[src/rtl/multicycle_ctrl_pkg.sv]
// Shared definitions for the multi-cycle control FSM: opcodes, function
// codes, ALU controls, state and instruction-class encodings.
package multicycle_ctrl_pkg;

  // Opcodes (IR[31:26])
  localparam logic [5:0] OP_RTYPE = 6'b000000;
  localparam logic [5:0] OP_J     = 6'b000010;
  localparam logic [5:0] OP_ORI   = 6'b001101;
  localparam logic [5:0] OP_LW    = 6'b100011;
  localparam logic [5:0] OP_SW    = 6'b101011;

  // R-type function field
  localparam logic [3:0] FN_ADD = 4'b0000;
  localparam logic [3:0] FN_SUB = 4'b0010;
  localparam logic [3:0] FN_AND = 4'b0100;
  localparam logic [3:0] FN_OR  = 4'b0101;
  localparam logic [3:0] FN_SLT = 4'b1010;

  // ALU operation codes
  localparam logic [2:0] ALU_ADD = 3'b000;
  localparam logic [2:0] ALU_SUB = 3'b001;
  localparam logic [2:0] ALU_AND = 3'b010;
  localparam logic [2:0] ALU_OR  = 3'b011;
  localparam logic [2:0] ALU_SLT = 3'b100;

  // ALU B-operand select
  localparam logic [1:0] SRCB_REG  = 2'b00;
  localparam logic [1:0] SRCB_FOUR = 2'b01;
  localparam logic [1:0] SRCB_IMM  = 2'b10;

  typedef enum logic [2:0] {
    ST_FETCH  = 3'd0,
    ST_DECODE = 3'd1,
    ST_EXEC   = 3'd2,
    ST_MEM    = 3'd3,
    ST_WB     = 3'd4
  } state_e;

  typedef enum logic [2:0] {
    CLS_R   = 3'd0,
    CLS_J   = 3'd1,
    CLS_ORI = 3'd2,
    CLS_LW  = 3'd3,
    CLS_SW  = 3'd4
  } class_e;

  typedef struct packed {
    class_e     cls;
    logic [2:0] alu_func;
    logic       illegal;
  } dec_t;

endpackage

[src/rtl/multicycle_ctrl_decode.sv]
// mc_decode: purely combinational op/func classifier feeding the
// DECODE-stage latches of multicycle_ctrl.
module mc_decode
  import multicycle_ctrl_pkg::*;
(
  input  logic [5:0] op_i,
  input  logic [3:0] func_i,
  output dec_t       dec_o
);

  // Map opcode/function to instruction class, ALU op and legality
  always_comb begin
    dec_o.cls      = CLS_R;
    dec_o.alu_func = ALU_ADD;
    dec_o.illegal  = 1'b0;
    case (op_i)
      OP_RTYPE: begin
        dec_o.cls = CLS_R;
        case (func_i)
          FN_ADD:  dec_o.alu_func = ALU_ADD;
          FN_SUB:  dec_o.alu_func = ALU_SUB;
          FN_AND:  dec_o.alu_func = ALU_AND;
          FN_OR:   dec_o.alu_func = ALU_OR;
          FN_SLT:  dec_o.alu_func = ALU_SLT;
          default: dec_o.illegal  = 1'b1;
        endcase
      end
      OP_J: begin
        dec_o.cls = CLS_J;
      end
      OP_ORI: begin
        dec_o.cls      = CLS_ORI;
        dec_o.alu_func = ALU_OR;
      end
      OP_LW: begin
        dec_o.cls = CLS_LW;
      end
      OP_SW: begin
        dec_o.cls = CLS_SW;
      end
      default: begin
        dec_o.illegal = 1'b1;
      end
    endcase
  end

endmodule

[src/rtl/multicycle_ctrl.sv]
// multicycle_ctrl: five-state control FSM sequencing a shared datapath
// through fetch, decode, execute, memory and write-back over a single
// ready-handshaked memory port. Also counts retired instructions.
module multicycle_ctrl
  import multicycle_ctrl_pkg::*;
(
  input  logic        clk,
  input  logic        rst,
  input  logic [5:0]  op,
  input  logic [3:0]  func,
  input  logic        mem_ready,
  output logic        mem_req,
  output logic        mem_we,
  output logic        mem_addr_sel,
  output logic        ir_write,
  output logic        pc_write,
  output logic        pc_src,
  output logic        alu_src_a,
  output logic [1:0]  alu_src_b,
  output logic [2:0]  alu_func,
  output logic        reg_write,
  output logic        reg_dst,
  output logic        wb_sel,
  output logic        illegal_instr,
  output logic [2:0]  state,
  output logic [15:0] instr_count
);

  state_e      state_q, state_d;
  class_e      cls_q, cls_d;
  logic [2:0]  alu_func_q, alu_func_d;
  logic [15:0] instr_count_q, instr_count_d;
  logic        retire_s;
  dec_t        dec_s;

  mc_decode u_decode (
    .op_i   (op),
    .func_i (func),
    .dec_o  (dec_s)
  );

  // State register, decode latches and retire counter
  always_ff @(posedge clk) begin
    if (rst) begin
      state_q       <= ST_FETCH;
      cls_q         <= CLS_R;
      alu_func_q    <= ALU_ADD;
      instr_count_q <= 16'd0;
    end else begin
      state_q       <= state_d;
      cls_q         <= cls_d;
      alu_func_q    <= alu_func_d;
      instr_count_q <= instr_count_d;
    end
  end

  // Next state, DECODE-stage latch loading and retire detection
  always_comb begin
    state_d    = state_q;
    cls_d      = cls_q;
    alu_func_d = alu_func_q;
    retire_s   = 1'b0;
    case (state_q)
      ST_FETCH: begin
        if (mem_ready) state_d = ST_DECODE;
        else           state_d = ST_FETCH;
      end
      ST_DECODE: begin
        cls_d      = dec_s.cls;
        alu_func_d = dec_s.alu_func;
        if (dec_s.illegal) begin
          state_d = ST_FETCH;
        end else if (dec_s.cls == CLS_J) begin
          state_d  = ST_FETCH;
          retire_s = 1'b1;
        end else begin
          state_d = ST_EXEC;
        end
      end
      ST_EXEC: begin
        case (cls_q)
          CLS_R, CLS_ORI: state_d = ST_WB;
          CLS_LW, CLS_SW: state_d = ST_MEM;
          default:        state_d = ST_FETCH;
        endcase
      end
      ST_MEM: begin
        if (!mem_ready) begin
          state_d = ST_MEM;
        end else if (cls_q == CLS_SW) begin
          state_d  = ST_FETCH;
          retire_s = 1'b1;
        end else if (cls_q == CLS_LW) begin
          state_d = ST_WB;
        end else begin
          state_d = ST_FETCH;
        end
      end
      ST_WB: begin
        state_d  = ST_FETCH;
        retire_s = 1'b1;
      end
      default: begin
        state_d = ST_FETCH;
      end
    endcase
    if (retire_s) instr_count_d = instr_count_q + 16'd1;
    else          instr_count_d = instr_count_q;
  end

  // Datapath controls per state; FETCH completion strobes follow mem_ready
  // in the same cycle, and everything is held low while reset is asserted
  always_comb begin
    mem_req       = 1'b0;
    mem_we        = 1'b0;
    mem_addr_sel  = 1'b0;
    ir_write      = 1'b0;
    pc_write      = 1'b0;
    pc_src        = 1'b0;
    alu_src_a     = 1'b0;
    alu_src_b     = SRCB_REG;
    alu_func      = ALU_ADD;
    reg_write     = 1'b0;
    reg_dst       = 1'b0;
    wb_sel        = 1'b0;
    illegal_instr = 1'b0;
    state         = state_q;
    instr_count   = instr_count_q;
    case (state_q)
      ST_FETCH: begin
        mem_req   = 1'b1;
        alu_src_b = SRCB_FOUR;
        ir_write  = mem_ready;
        pc_write  = mem_ready;
      end
      ST_DECODE: begin
        if (dec_s.illegal) begin
          illegal_instr = 1'b1;
        end else if (dec_s.cls == CLS_J) begin
          pc_write = 1'b1;
          pc_src   = 1'b1;
        end else begin
          pc_write = 1'b0;
        end
      end
      ST_EXEC: begin
        alu_src_a = 1'b1;
        case (cls_q)
          CLS_R: begin
            alu_src_b = SRCB_REG;
            alu_func  = alu_func_q;
          end
          CLS_ORI: begin
            alu_src_b = SRCB_IMM;
            alu_func  = ALU_OR;
          end
          CLS_LW, CLS_SW: begin
            alu_src_b = SRCB_IMM;
            alu_func  = ALU_ADD;
          end
          default: begin
            alu_src_b = SRCB_REG;
          end
        endcase
      end
      ST_MEM: begin
        mem_req      = 1'b1;
        mem_addr_sel = 1'b1;
        mem_we       = (cls_q == CLS_SW);
      end
      ST_WB: begin
        reg_write = 1'b1;
        reg_dst   = (cls_q == CLS_R);
        wb_sel    = (cls_q == CLS_LW);
      end
      default: begin
        mem_req = 1'b0;
      end
    endcase
    if (rst) begin
      mem_req       = 1'b0;
      mem_we        = 1'b0;
      mem_addr_sel  = 1'b0;
      ir_write      = 1'b0;
      pc_write      = 1'b0;
      pc_src        = 1'b0;
      alu_src_a     = 1'b0;
      alu_src_b     = 2'b00;
      alu_func      = 3'b000;
      reg_write     = 1'b0;
      reg_dst       = 1'b0;
      wb_sel        = 1'b0;
      illegal_instr = 1'b0;
      state         = 3'd0;
      instr_count   = 16'd0;
    end else begin
      state = state_q;
    end
  end

endmodule

[config.mk]
export PLATFORM = sky130hd
export DESIGN_NAME = multicycle_ctrl
export DESIGN_NICKNAME = d
export VERILOG_FILES = /design/src/rtl/multicycle_ctrl_pkg.sv /design/src/rtl/multicycle_ctrl_decode.sv /design/src/rtl/multicycle_ctrl.sv
export SDC_FILE = /design/constraint.sdc
export NUM_CORES = 1
export LEC_CHECK = 0
export CORE_MARGIN = 8
export CORE_UTILIZATION = 48
export DETAILED_ROUTE_END_ITERATION = 16
export PLACE_DENSITY_LB_ADDON = 0.1
export SLEW_MARGIN = 20
export SYNTH_ARGS = -nofsm -noshare
export SYNTH_HDL_FRONTEND = slang
export SYNTH_HIERARCHICAL = 1
export SYNTH_SLANG_ARGS = --single-unit
export TNS_END_PERCENT = 20
[constraint.sdc]
create_clock -name clk -period 3.34 [get_ports clk]
set_clock_uncertainty 0.15 [all_clocks]
set_input_delay 0.501 -clock clk [delete_from_list [all_inputs] [get_ports clk]]
set_output_delay 0.501 -clock clk [all_outputs]
set_load 0.01 [all_outputs]
==> metrics.txt <==
outcome=finished, final reports clean; Simple-Gate Fraction of Synth Area=38.6%; Worst slew margin=64.7%; post-synthesis xor/xnor area fraction=5.16%; Lkg Pwr=0.838 nW; Avg Cell Area, Syn=8.12 um2; Seq/Total Area, Yosys=29.5%; post-route insts no fill=318; largest family of logic cells by synthesized area=simple AND/OR/NAND/NOR gates; Final Max Tran Viols=0; post-synthesis mux area share=5.75%; total wire length=4130 um; R2R Setup Slk=830 ps; R2R depth=5; Final GP Congestion=0.803; Routed Antenna Nets=0; CTS tree=done; CP peak stage delay=530 ps; Iter 0 DRT Violations=145; Ports=48; unique cell type count in the Yosys netlist=51; Die Area=5690 um2; Max clock buf depth=2; initial antenna violation count=0; CP max-delay cell=clkdlybuf4s50_1; Synth area leader=dfxtp_1; reg2reg start=cls_q[2]$_SDFFE_PP0N_; CP Buf/Inv Count=4; worst-margin pin slew=530 ps; ys async rst share=0%; pin count of the biggest net entering global routing=28; Post-Synth Adder-Cell Area=0.737%; Syn. warnings=6; # diodes=0; crit path kind=in2out; Synth Area in Compound Gates=16.0%; CP Data Required Time=2690 ps; CTS Buf Count=3; nature of the critical path startpoint=input pin; fmax=308 MHz; Post-synth EDFFs=0; CP endpoint kind=primary output; Cells after Synth=209; later-pin clock latency in the skew report=330 ps; DR vias/cell=5.33; final instance area=2380 um2; Top delay family on crit path=buffers and inverters; vias in the first global route=1552; Fin Setup TNS=0 ps; Max VDD drop=0.000176 V; Synth Flop Type=dfxtp_1; number of detailed-route iterations in the first pass=4; first-pass GRT wire length=6870 um; Port-buffer cells=47; Reg clk slew, reported paths=130 ps; clock root cell=clkbuf_4; top-area cell type share of the netlist area=29.5%; H-tree Lvls=1; Horiz. Die Dim=75.5 um; gr usage total=14.9%; Core Region=3360 um2; drc violations=0; fin crit period=3250 ps; post-DP HPWL=3290 um; min-delay worst type=reg2reg; Worst EP arrival=2600 ps; HP Start=alu_func_q[1]$_SDFFE_PP0N_; Syn-to-layout area delta=40.6%; Post-Syn Nets=223; Initial Util=50.4%; Critical R2R Capture=instr_count_q[10]$_SDFFE_PP0P_; largest fanout on the critical path=3; RSZ-0062 raised after global routing=yes; dpl cells=313; Final Hold Viols=0; CP cell instances=clkdlybuf4s50_1 > xor2_1 > nor4_2 > buf_4 > o41ai_2 > buf_4 > and3_1 > clkdlybuf4s50_1; Synth area leaders=dfxtp_1 (29%), nor2b_1 (7.7%), nor2_1 (7.5%); grt total ovfl=0; WHS Endpoint=alu_func_q[1]$_SDFFE_PP0N_; Synth top cells by count=nor2_1 (34), dfxtp_1 (25), nor2b_1 (21); Cell Pwr Density=222 nW/um2; most frequent cell after synthesis=nor2_1; Max Cap Viol=0; Setup violations, final=0; chip height=75.5 um; Site Rows=21; Final Cycle Share=97.3%; post-synth design cell area=1700 um2; DR WL/cell=13.0 um; placed inst area=2340 um2; layout cells sized above 1=18.0%; # nets final=287; Seq cells post-synth=25; clock sinks=25; final hold slack=319 ps; vias=1695; worst hold stages=2
## per-stage QoR
stage	setup WS [ps]	utilization (%)	total power, mW
after CTS	0.534	70.8	0.529
after detailed placement	-523	69.5	0.393
final	89.9	70.9	0.529
after global routing	-47.8	70.9	0.555
after global placement	-475	69.5	0.392
after floorplan	232	-	0.343
## cells in the final DEF (no fill, tap or decap), types with 3 or more instances in the layout
cell | netlist | layout
a2111oi_2 | 4 | 5
a211oi_1 | 4 | 4
a21oi_1 | 7 | 7
buf_4 | 0 | 22
clkbuf_4 | 0 | 3
clkdlybuf4s50_1 | 0 | 44
dfxtp_1 | 25 | 25
inv_1 | 5 | 5
mux2_2 | 4 | 4
mux2i_1 | 3 | 3
nand2_1 | 14 | 14
nand2b_1 | 8 | 8
nand3_1 | 10 | 10
nand4_1 | 4 | 4
nor2_1 | 34 | 34
nor2b_1 | 21 | 21
nor4_1 | 3 | 3
o21ai_0 | 3 | 3
xnor2_1 | 9 | 9
## how the worst max path moves through the flow
| stage | from | end | slack [ps] | cells past startpoint |
|---|---|---|---|---|
| after floorplan | func[2] | pc_write | 230 | 6 |
| after global placement | func[2] | pc_write | -470 | 7 |
| after detailed placement | op[0] | pc_write | -520 | 7 |
| after CTS | func[2] | pc_src | 0.5 | 8 |
| after global routing | op[5] | illegal_instr | -50 | 8 |
| final | op[5] | illegal_instr | 90 | 8 |
## area by class of cell
cell class | count | area (um2)
clock buffer | 3 | 22.5
clock inverter | 1 | 7.51
multi-input combinational | 168 | 1140
sequential | 25 | 500
fill | 293 | 978
tap | 46 | 57.6
timing repair buffer | 70 | 642
inverter | 5 | 18.8
## sequential cells by signal (all words and copies together) (netlist names)
name,flops
instr_count_q,16
alu_func_q,3
cls_q,3
state_q,3
## routing by layer
metal / track usage, % / share of wire, %
met1: 19.7 / 47
met2: 24.3 / 46
met3: 2.89 / 6.1
met4: 3.41 / 0.34
met5: 0 / 0
## cells by family (layout without fill, tap and decap cells)
| family | Yosys count | in the layout |
|---|---|---|
| adder cells (fa/ha/maj) | 1 | 1 |
| flip-flops | 25 | 25 |
| AO/OA/AOI/OAI | 31 | 31 |
| XOR/XNOR | 10 | 10 |
| multiplexers | 9 | 9 |
| buffers and inverters | 16 | 79 |
| AND/OR/NAND/NOR | 117 | 117 |
## tightest hold or removal path, stage by stage, from the launching register on
cell and delay (ps):
dfxtp_1 330, nand2_1 50, a21oi_1 50
## power breakdown
| part | switching [mW] | internal, mW |
|---|---|---|
| clock network | 0.0970 | 0.0458 |
| logic | 0.0402 | 0.0457 |
| registers | 0.000766 | 0.300 |
## what timing repair did
item / in CTS / in global routing
setup endpoints to repair: 2 / 3
buffers inserted: 1 / 0
gates cloned: 0 / 0
gates resized for setup: 10 / 1
hold buffers: 0 / 0
pin swaps: 1 / 3
Note: power is estimated with default switching activity, not from simulation.
